### config.mk
export PLATFORM = sky130hd
export DESIGN_NAME = prog_loader_flat
export DESIGN_NICKNAME = d
export VERILOG_FILES = /design/src/rtl/prog_loader_if.sv /design/src/rtl/prog_loader.sv /design/src/flat_wrapper.sv
export SDC_FILE = /design/constraint.sdc
export NUM_CORES = 1
export LEC_CHECK = 0
export ABC_AREA = 1
export CAP_MARGIN = 5
export CORE_MARGIN = 10
export CORE_UTILIZATION = 39
export DETAILED_ROUTE_END_ITERATION = 10
export DONT_BUFFER_PORTS = 1
export PLACE_DENSITY_LB_ADDON = 0.3
export SETUP_SLACK_MARGIN = 0.4
export SLEW_MARGIN = 20
export SYNTH_ARGS = -nofsm -noshare
export SYNTH_HDL_FRONTEND = slang
export SYNTH_SLANG_ARGS = --single-unit
export TNS_END_PERCENT = 20
### constraint.sdc
create_clock -name clk -period 1.7 [get_ports clk]
set_clock_uncertainty 0.15 [all_clocks]
set_input_delay 0.255 -clock clk [delete_from_list [all_inputs] [get_ports clk]]
set_output_delay 0.255 -clock clk [all_outputs]
set_load 0.05 [all_outputs]
### src/rtl/prog_loader_if.sv
// Program-memory write port driven by the serial program loader.
// The loader is the master; the memory (or a monitor) is the slave.
interface prog_loader_if;
    logic       mem_we;
    logic [7:0] mem_addr;
    logic [7:0] mem_data;

    modport master (output mem_we, output mem_addr, output mem_data);
    modport slave  (input  mem_we, input  mem_addr, input  mem_data);
endinterface

### src/rtl/prog_loader.sv
// Serial 8N1 program loader: receives a SYNC/LEN/DATA/SUM frame, writes the data
// into a 256x8 program memory and holds the CPU in reset while loading.
module prog_loader #(
    parameter int         CLKS_PER_BIT = 434,
    parameter logic [7:0] SYNC_BYTE    = 8'hA5
) (
    input  logic          clk,
    input  logic          reset,
    input  logic          rx,
    prog_loader_if.master mem,
    output logic          cpu_reset,
    output logic          busy,
    output logic          load_ok,
    output logic          load_err
);
    localparam int CW   = $clog2(CLKS_PER_BIT + 1);
    localparam int HALF = CLKS_PER_BIT / 2;

    typedef enum logic [2:0] {RX_IDLE, RX_START, RX_DATA, RX_STOP, RX_WAIT} rx_state_t;
    typedef enum logic [1:0] {S_IDLE, S_LEN, S_DATA, S_SUM} state_t;

    logic          rx_meta_reg, rx_sync_reg, rx_prev_reg;
    rx_state_t     rx_state_reg;
    logic [CW-1:0] clk_cnt_reg;
    logic [2:0]    bit_idx_reg;
    logic [7:0]    shift_reg;

    state_t        state_reg;
    logic [7:0]    addr_reg;
    logic [8:0]    remain_reg;
    logic [7:0]    sum_reg;
    logic          mem_we_reg;
    logic [7:0]    mem_addr_reg;
    logic [7:0]    mem_data_reg;
    logic          load_ok_reg, load_err_reg;
    logic          cpu_reset_reg;
    logic          booted_reg;

    logic          stop_tick, byte_ok, byte_bad;

    // Byte receiver: start detected on a synchronized falling edge, sampled at bit centers.
    always_ff @(posedge clk) begin
        if (!reset) begin
            rx_meta_reg  <= 1'b1;
            rx_sync_reg  <= 1'b1;
            rx_prev_reg  <= 1'b1;
            rx_state_reg <= RX_IDLE;
            clk_cnt_reg  <= '0;
            bit_idx_reg  <= '0;
            shift_reg    <= '0;
        end else begin
            rx_meta_reg <= rx;
            rx_sync_reg <= rx_meta_reg;
            rx_prev_reg <= rx_sync_reg;
            case (rx_state_reg)
                RX_IDLE: begin
                    clk_cnt_reg <= '0;
                    if (rx_prev_reg && !rx_sync_reg)
                        rx_state_reg <= RX_START;
                end
                RX_START: begin
                    if (clk_cnt_reg == CW'(HALF - 1)) begin
                        clk_cnt_reg  <= '0;
                        bit_idx_reg  <= '0;
                        rx_state_reg <= rx_sync_reg ? RX_IDLE : RX_DATA;
                    end else begin
                        clk_cnt_reg <= clk_cnt_reg + 1'b1;
                    end
                end
                RX_DATA: begin
                    if (clk_cnt_reg == CW'(CLKS_PER_BIT - 1)) begin
                        clk_cnt_reg <= '0;
                        shift_reg   <= {rx_sync_reg, shift_reg[7:1]};
                        bit_idx_reg <= bit_idx_reg + 1'b1;
                        if (bit_idx_reg == 3'd7)
                            rx_state_reg <= RX_STOP;
                    end else begin
                        clk_cnt_reg <= clk_cnt_reg + 1'b1;
                    end
                end
                RX_STOP: begin
                    if (clk_cnt_reg == CW'(CLKS_PER_BIT - 1)) begin
                        clk_cnt_reg  <= '0;
                        rx_state_reg <= rx_sync_reg ? RX_IDLE : RX_WAIT;
                    end else begin
                        clk_cnt_reg <= clk_cnt_reg + 1'b1;
                    end
                end
                RX_WAIT: begin
                    if (rx_sync_reg)
                        rx_state_reg <= RX_IDLE;
                end
                default: rx_state_reg <= RX_IDLE;
            endcase
        end
    end

    assign stop_tick = (rx_state_reg == RX_STOP) && (clk_cnt_reg == CW'(CLKS_PER_BIT - 1));
    assign byte_ok   = stop_tick && rx_sync_reg;
    assign byte_bad  = stop_tick && !rx_sync_reg;

    // Frame FSM acts on the stop-bit sample, so its registered outputs land one cycle later.
    always_ff @(posedge clk) begin
        if (!reset) begin
            state_reg     <= S_IDLE;
            addr_reg      <= '0;
            remain_reg    <= '0;
            sum_reg       <= '0;
            mem_we_reg    <= 1'b0;
            mem_addr_reg  <= '0;
            mem_data_reg  <= '0;
            load_ok_reg   <= 1'b0;
            load_err_reg  <= 1'b0;
            cpu_reset_reg <= 1'b0;
            booted_reg    <= 1'b0;
        end else begin
            mem_we_reg   <= 1'b0;
            load_ok_reg  <= 1'b0;
            load_err_reg <= 1'b0;
            booted_reg   <= 1'b1;
            // Release the CPU on the first cycle out of reset and the cycle after a good load.
            if (!booted_reg || load_ok_reg)
                cpu_reset_reg <= 1'b1;
            if (byte_bad && state_reg != S_IDLE) begin
                load_err_reg <= 1'b1;
                state_reg    <= S_IDLE;
            end else if (byte_ok) begin
                case (state_reg)
                    S_IDLE: begin
                        if (shift_reg == SYNC_BYTE) begin
                            state_reg     <= S_LEN;
                            addr_reg      <= '0;
                            sum_reg       <= '0;
                            cpu_reset_reg <= 1'b0;
                        end
                    end
                    S_LEN: begin
                        remain_reg <= (shift_reg == 8'h00) ? 9'd256 : {1'b0, shift_reg};
                        state_reg  <= S_DATA;
                    end
                    S_DATA: begin
                        mem_we_reg   <= 1'b1;
                        mem_addr_reg <= addr_reg;
                        mem_data_reg <= shift_reg;
                        addr_reg     <= addr_reg + 1'b1;
                        sum_reg      <= sum_reg + shift_reg;
                        remain_reg   <= remain_reg - 1'b1;
                        if (remain_reg == 9'd1)
                            state_reg <= S_SUM;
                    end
                    S_SUM: begin
                        if (shift_reg == sum_reg)
                            load_ok_reg  <= 1'b1;
                        else
                            load_err_reg <= 1'b1;
                        state_reg <= S_IDLE;
                    end
                    default: state_reg <= S_IDLE;
                endcase
            end
        end
    end

    assign mem.mem_we   = mem_we_reg;
    assign mem.mem_addr = mem_addr_reg;
    assign mem.mem_data = mem_data_reg;
    assign cpu_reset    = cpu_reset_reg;
    assign busy         = (state_reg != S_IDLE);
    assign load_ok      = load_ok_reg;
    assign load_err     = load_err_reg;
endmodule

### src/flat_wrapper.sv
// flat-port wrapper written by rule: the top's interface ports become plain ports
module prog_loader_flat 
#(
    parameter int         CLKS_PER_BIT = 434,
    parameter logic [7:0] SYNC_BYTE    = 8'hA5
)
  (clk, reset, rx, cpu_reset, busy, load_ok, load_err, mem_mem_we, mem_mem_addr, mem_mem_data);
  prog_loader_if mem_i ();
  input  logic clk;
  input  logic reset;
  input  logic rx;
  output logic cpu_reset;
  output logic busy;
  output logic load_ok;
  output logic load_err;
  output wire logic [$bits(mem_i.mem_we)-1:0] mem_mem_we;
  output wire logic [$bits(mem_i.mem_addr)-1:0] mem_mem_addr;
  output wire logic [$bits(mem_i.mem_data)-1:0] mem_mem_data;
  assign mem_mem_we = mem_i.mem_we;
  assign mem_mem_addr = mem_i.mem_addr;
  assign mem_mem_data = mem_i.mem_data;
  prog_loader #(.CLKS_PER_BIT(CLKS_PER_BIT), .SYNC_BYTE(SYNC_BYTE)) u_core (.clk(clk), .reset(reset), .rx(rx), .mem(mem_i), .cpu_reset(cpu_reset), .busy(busy), .load_ok(load_ok), .load_err(load_err));
endmodule
### Word-level counts from Yosys, hierarchy flattened

Index checks and enable logic that the tools add are counted.

| cells by class | value |
|---|---|
| add/subtract/negate cells | 5 |
| eq/ne operators | 21 |
| mux-type cells | 35 |
| reductions and logical operators | 27 |
| $mul | 0 |
| div/mod/pow operators | 0 |
| bitwise gates (word level) | 4 |
| order comparisons | 0 |
| shift-type cells | 0 |

Operator list:

| operator | number |
|---|---|
| 8-bit one-hot mux with 2 select lines | 2 |
| 3-bit 2-to-1 mux | 9 |
| 9-bit 2-to-1 mux | 3 |
| 9-bit one-hot mux with 3 select lines | 1 |
| 9-bit one-hot mux with 2 select lines | 1 |
| 2-bit by 1-bit != test with 1-bit output (second input constant) | 8 |
| 3-bit one-hot mux with 5 select lines | 1 |
| 1-bit 2-to-1 mux | 12 |
| 3-bit AND reduction | 4 |
| 9-bit by 1-bit adder with 9-bit output (second input constant) | 1 |
| 9-bit by 1-bit == test with 1-bit output (second input constant) | 1 |
| 9-bit by 8-bit == test with 1-bit output (second input constant) | 1 |
| 9-bit == test (second input constant) | 1 |
| 9-bit by 1-bit subtractor with 9-bit output (second input constant) | 1 |
| 8-bit by 1-bit adder with 8-bit output (second input constant) | 1 |
| 8-bit adder | 1 |
| 8-bit == test | 1 |
| 8-bit == test (second input constant) | 1 |
| 8-bit logical NOT | 1 |
| 8-bit 2-to-1 mux | 1 |
| 2-bit one-hot mux with 4 select lines | 1 |
| 2-bit nonzero test | 4 |
| 3-bit by 2-bit == test with 1-bit output (second input constant) | 2 |
| 3-bit == test (second input constant) | 2 |
| 19 further kinds | 31 |

| word-level totals | value |
|---|---|
| bits in latches | 0 |
| input bits | 3 |
| register bits after elaboration | 74 |
| bits in writable memories | 0 |
| memories kept | 0 |
| logic and storage cells | 110 |
| ROM bits | 0 |

### Longest topological paths before layout

| logic depth | value |
|---|---|
| depth after elaboration | 7 |
| gate-level depth with buffers | 13 |
| gate-level depth less buffers | 13 |

### Worst setup path after synthesis

OpenSTA, ideal clock, no wires.

| path | value |
|---|---|
| kind | reg-to-reg |
| from | register u_core.state_reg[0] |
| to | register u_core.addr_reg[0] |
| buffers on the path | 0 |
| stages on the path, launching flop included | 9 |
| arrival time | 1.576 ns |
| setup slack | -0.142 ns |
| period minus slack after synthesis | 1.842 ns |
| required time | 1.434 ns |
| setup time | 0.116 ns |
| path through | dfxtp_1 > inv_1 > ha_1 > inv_1 > nand2_1 > nand2_2 > nand2_2 > o21ai_0 > nor2_1 |

| between the ends | value |
|---|---|
| word-level cells in the longest chain between the ends | 4 |
| elaborated cells between the ends (all ways) | 9 |
| those cells by class | eq/ne (2); mux (1); bitwise (1); reduce/logical (5) |

RTL lines:

| element | RTL line | source |
|---|---|---|
| start, declared | prog_loader.sv:28 | `state_t state_reg;` |
| start signal, assigned | prog_loader.sv:105 | `state_reg <= S_IDLE;` |
| start signal, assigned | prog_loader.sv:126 | `state_reg <= S_IDLE;` |
| start signal, assigned | prog_loader.sv:131 | `state_reg <= S_LEN;` |
| 2-bit nonzero test | n/a |  |
| named net busy | flat_wrapper.sv:13 | `output logic busy;` |
| 1-bit logical AND | prog_loader.sv:124 | `if (byte_bad && state_reg != S_IDLE) begin` |
| 1-bit NOT (no source line) | n/a |  |
| 4-bit AND reduction (no source line) | n/a |  |
| end signal, assigned | prog_loader.sv:145 | `addr_reg <= addr_reg + 1'b1;` |
| end, declared | prog_loader.sv:29 | `logic [7:0] addr_reg;` |

The timed path passes the listed nets, and every way through them passes these cells.
A chain may end at the register's enable or synchronous reset.

### Worst setup path after layout

| path | value |
|---|---|
| from | register u_core.shift_reg[0] |
| to | register u_core.sum_reg[4] |

| between the ends | value |
|---|---|
| word-level cells in the longest chain between the ends | 3 |
| elaborated cells between the ends (all ways) | 5 |
| those cells by class | add/sub (1); eq/ne (2); mux (1); reduce/logical (1) |

RTL lines:

| element | RTL line | source |
|---|---|---|
| start, declared | prog_loader.sv:26 | `logic [7:0] shift_reg;` |
| start signal, assigned | prog_loader.sv:73 | `shift_reg <= {rx_sync_reg, shift_reg[7:1]};` |
| branches (longest 3 deep; another with 8-bit adder) | n/a |  |
| end signal, assigned | prog_loader.sv:146 | `sum_reg <= sum_reg + shift_reg;` |
| end, declared | prog_loader.sv:31 | `logic [7:0] sum_reg;` |

Several ways; the timed one is not identified.

==> impl_metrics.json <==
{
  "clk_latency_ns": 0.36,
  "first_global_vias": 3834,
  "place_hpwl_mm": 7.91,
  "grt_pass1_wl_mm": 18.5,
  "clkSinkCount": 74,
  "crit_path_end_kind": "register",
  "whs_endpoint": "u_core.booted_reg$_DFF_P_",
  "internal_power_mw": 2.79,
  "num-nets-final": 664,
  "fp-row-count": 37,
  "syn-mean-instance-area_um2": 7.01,
  "power_frac_seq_pct": 45.1,
  "swShare_pct": 30.7,
  "leakage_nw": 2.23,
  "antenna_cells": 0,
  "power_density_nw_per_um2": 721,
  "core_area_um2": 10300,
  "globalRouteTotalUtil_pct": 15.4,
  "rsz0062_at_grt": "yes",
  "maxCapViolCount": 0,
  "clockBufferDepth": 2,
  "syn2layout_area_growth_pct": 36.8,
  "comb_power_share_pct": 18.5,
  "cp_max_fo": 3,
  "htreeDepth": 3,
  "ys_ff_latch": 74,
  "via_count": 3957,
  "portBuffers": 0,
  "fin_ws_ns": -0.0159,
  "fin_hold_ws_ns": -0.198,
  "reg2reg_from": "u_core.shift_reg[0]$_SDFFE_PN0P_",
  "finalSetupViolCount": 1,
  "drt-initial-drc-count": 209,
  "cp-startpoint": "u_core.shift_reg[0]$_SDFFE_PN0P_",
  "drive_gt1_share_pct": 38.7,
  "cp-start-kind": "register",
  "fin_crit_ns": 1.72,
  "wl_mm": 11.5,
  "finalHoldViolCount": 36,
  "hold_class": "input port to register",
  "grt_max_degree": 37,
  "status": "finished, violations left",
  "synth-main-ff-cell": "dfxtp_1",
  "drt-pass1-iter-count": 5,
  "drtAntennaViolNets": 0,
  "root_buffer": "clkbuf_8",
  "place_congestion": 0.861,
  "regToRegSetupSlack_ns": -0.02,
  "path_cells": "ha_4 > fa_2 > nand3_2 > nand2_1 > or2_4 > nand4_1 > a21oi_1",
  "cts_tree": "built",
  "yosys_warnings": 0,
  "cp_slowest_cell": "fa_2",
  "slew-limit-headroom_pct": 79.1,
  "violations": "negative hold slack, negative setup slack",
  "drc_errors": 0,
  "critPathKind": "register to register",
  "p_clk_share_pct": 36.4,
  "reg2reg_depth": 7,
  "clkTransAtPathRegs_ns": 0.09,
  "min_from": "reset",
  "die_x_um": 122,
  "slowest_delay_ns": 0.43,
  "ys_seq_area_share_pct": 36.3,
  "syn_area_um2": 4080,
  "arrival_ns": 1.81,
  "die_area_um2": 15000,
  "final_min_period_over_clock_period_pct": 101,
  "dp_slack_ns": -0.0335,
  "grt_overflow_total": 0,
  "required_ns": 1.80,
  "synth_cell_types": 34,
  "cts_buffers": 9,
  "io_pins": 24,
  "antenna_found_initial": 0,
  "fmax_mhz": 583,
  "r2r_end": "u_core.sum_reg[4]$_SDFFE_PN0P_",
  "postCtsHoldBufs": 1,
  "die_y_um": 122,
  "post_drt_wl_per_cell_um": 14.7,
  "syn-num-nets": 605,
  "final_max_slew_viol_count": 0,
  "hold_depth": 0,
  "syn_inst": 582,
  "viasPerCell": 5.06,
  "synth_edf_count": 0,
  "max-vdd-ir-drop_v": 0.000425,
  "fillers": 939,
  "p_sw_mw": 1.23,
  "tightest_slew_ns": 0.311,
  "initial_utilization_pct": 39.7,
  "async_flop_share_pct": 0
}
==> routing by layer <==
metal | vias to the layer above | track usage [%] | part of all wire, %
met3 | 16 | 3.08 | 4.3
met5 | - | 0 | 0
met4 | 0 | 5.89 | 2.0
met2 | 82 | 26.0 | 49
li1 | 1993 | - | -
met1 | 1866 | 18.9 | 45
==> critical path, delay by kind of cell (launching register included) <==
kind	cells	cell delay, ns
adders and majority gates	2	0.59
DFF	1	0.37
and+or+nand+nor	4	0.42
AOI/OAI and AO/OA	1	0.06
==> cells in the final DEF, fill, tap and decap left out, types with 9 or more instances in the layout <==
cell,count
nor2_1,48
buf_4,43
buf_6,9
a21oi_1,35
o21ai_2,17
dfxtp_1,42
nor2_4,9
nor2_2,10
dfxtp_4,14
nand3_1,30
dfxtp_2,18
clkbuf_8,9
nand2_1,123
a21oi_2,23
o21ai_0,27
inv_1,57
inv_2,9
nand2_2,20
ha_4,12
==> cell usage after synthesis, types with 5 or more instances <==
| library cell | instances | area (µm²) |
|---|---|---|
| dfxtp_1 | 74 | 1480 |
| nand4_1 | 7 | 43.8 |
| a21oi_1 | 44 | 220 |
| nand3_1 | 38 | 190 |
| a21oi_2 | 14 | 123 |
| o21ai_2 | 6 | 52.6 |
| nand2_1 | 145 | 544 |
| clkbuf_1 | 6 | 22.5 |
| ha_1 | 19 | 238 |
| nand2_2 | 5 | 31.3 |
| nor2_1 | 61 | 229 |
| nor3_1 | 9 | 45.0 |
| o21ai_1 | 10 | 50.1 |
| or2_2 | 6 | 37.5 |
| o21ai_0 | 34 | 170 |
| inv_1 | 67 | 251 |
==> repair_timing <==
item                                    CTS  global route
hold endpoints to repair                 38            42
buffers inserted                          9             5
pin swaps                                37            36
gates cloned                              1             0
resized for setup                        90            81
endpoints found under the setup margin   90            84
==> final cells by class <==
| class | count | area [µm²] | share of cell area [%] |
|---|---|---|---|
| multi-input cells | 423 | 2780 | 49.9 |
| flip-flops and latches | 74 | 1560 | 27.9 |
| repair buffers | 62 | 589 | 10.6 |
| inverters | 71 | 279 | 5.00 |
| well taps | 136 | 170 | 3.05 |
| clock buffers | 9 | 124 | 2.22 |
| clock inverters | 7 | 81.3 | 1.46 |
==> logic make-up (layout without fill, tap and decap cells) <==
kind of cell	after synthesis	after routing	share of synthesized area [%]
fa+ha+maj	20	20	6.31
xor+xnor	6	6	1.29
buf+inv	86	149	8.86
compound gates	110	110	15.4
flops	74	74	36.3
simple gates	286	287	31.8
==> how the worst max path moves through the flow <==
stage,to,slack [ns],cells after the start
global placement,u_core.sum_reg[2]$_SDFFE_PN0P_,-0.009,8
detailed placement,u_core.mem.mem_data[2]$_SDFFE_PN0P_,-0.03,10
global route,u_core.sum_reg[1]$_SDFFE_PN0P_,-0.08,10
CTS,u_core.sum_reg[4]$_SDFFE_PN0P_,0.01,7
floorplan,u_core.sum_reg[4]$_SDFFE_PN0P_,0.06,7
finish,u_core.sum_reg[4]$_SDFFE_PN0P_,-0.02,7
==> per-stage QoR <==
stage          instance area (µm²)  std cells  total power [mW]  TNS (ns)  util [%]
6_report                      5580        782              4.03   -0.0159      54.3
5_1_grt                       5580        782              4.21     -1.47      54.3
4_1_cts                       5250        777              3.88         0      51.1
3_5_place_dp                  4670        750              2.35    -0.285      45.4
3_3_place_gp                  4670        750              2.35   -0.0256      45.4
2_1_floorplan                 4190        582              2.20         0         -
==> power by group through the flow <==
stage               registers [mW]  clock network [mW]  logic [mW]
floorplan                     1.87                   0       0.327
global placement              1.86                   0       0.486
detailed placement            1.87                   0       0.484
CTS                           1.83                1.50       0.562
global route                  1.82                1.57       0.821
finish                        1.82                1.46       0.745
Note: power is estimated with default switching activity, not from simulation.
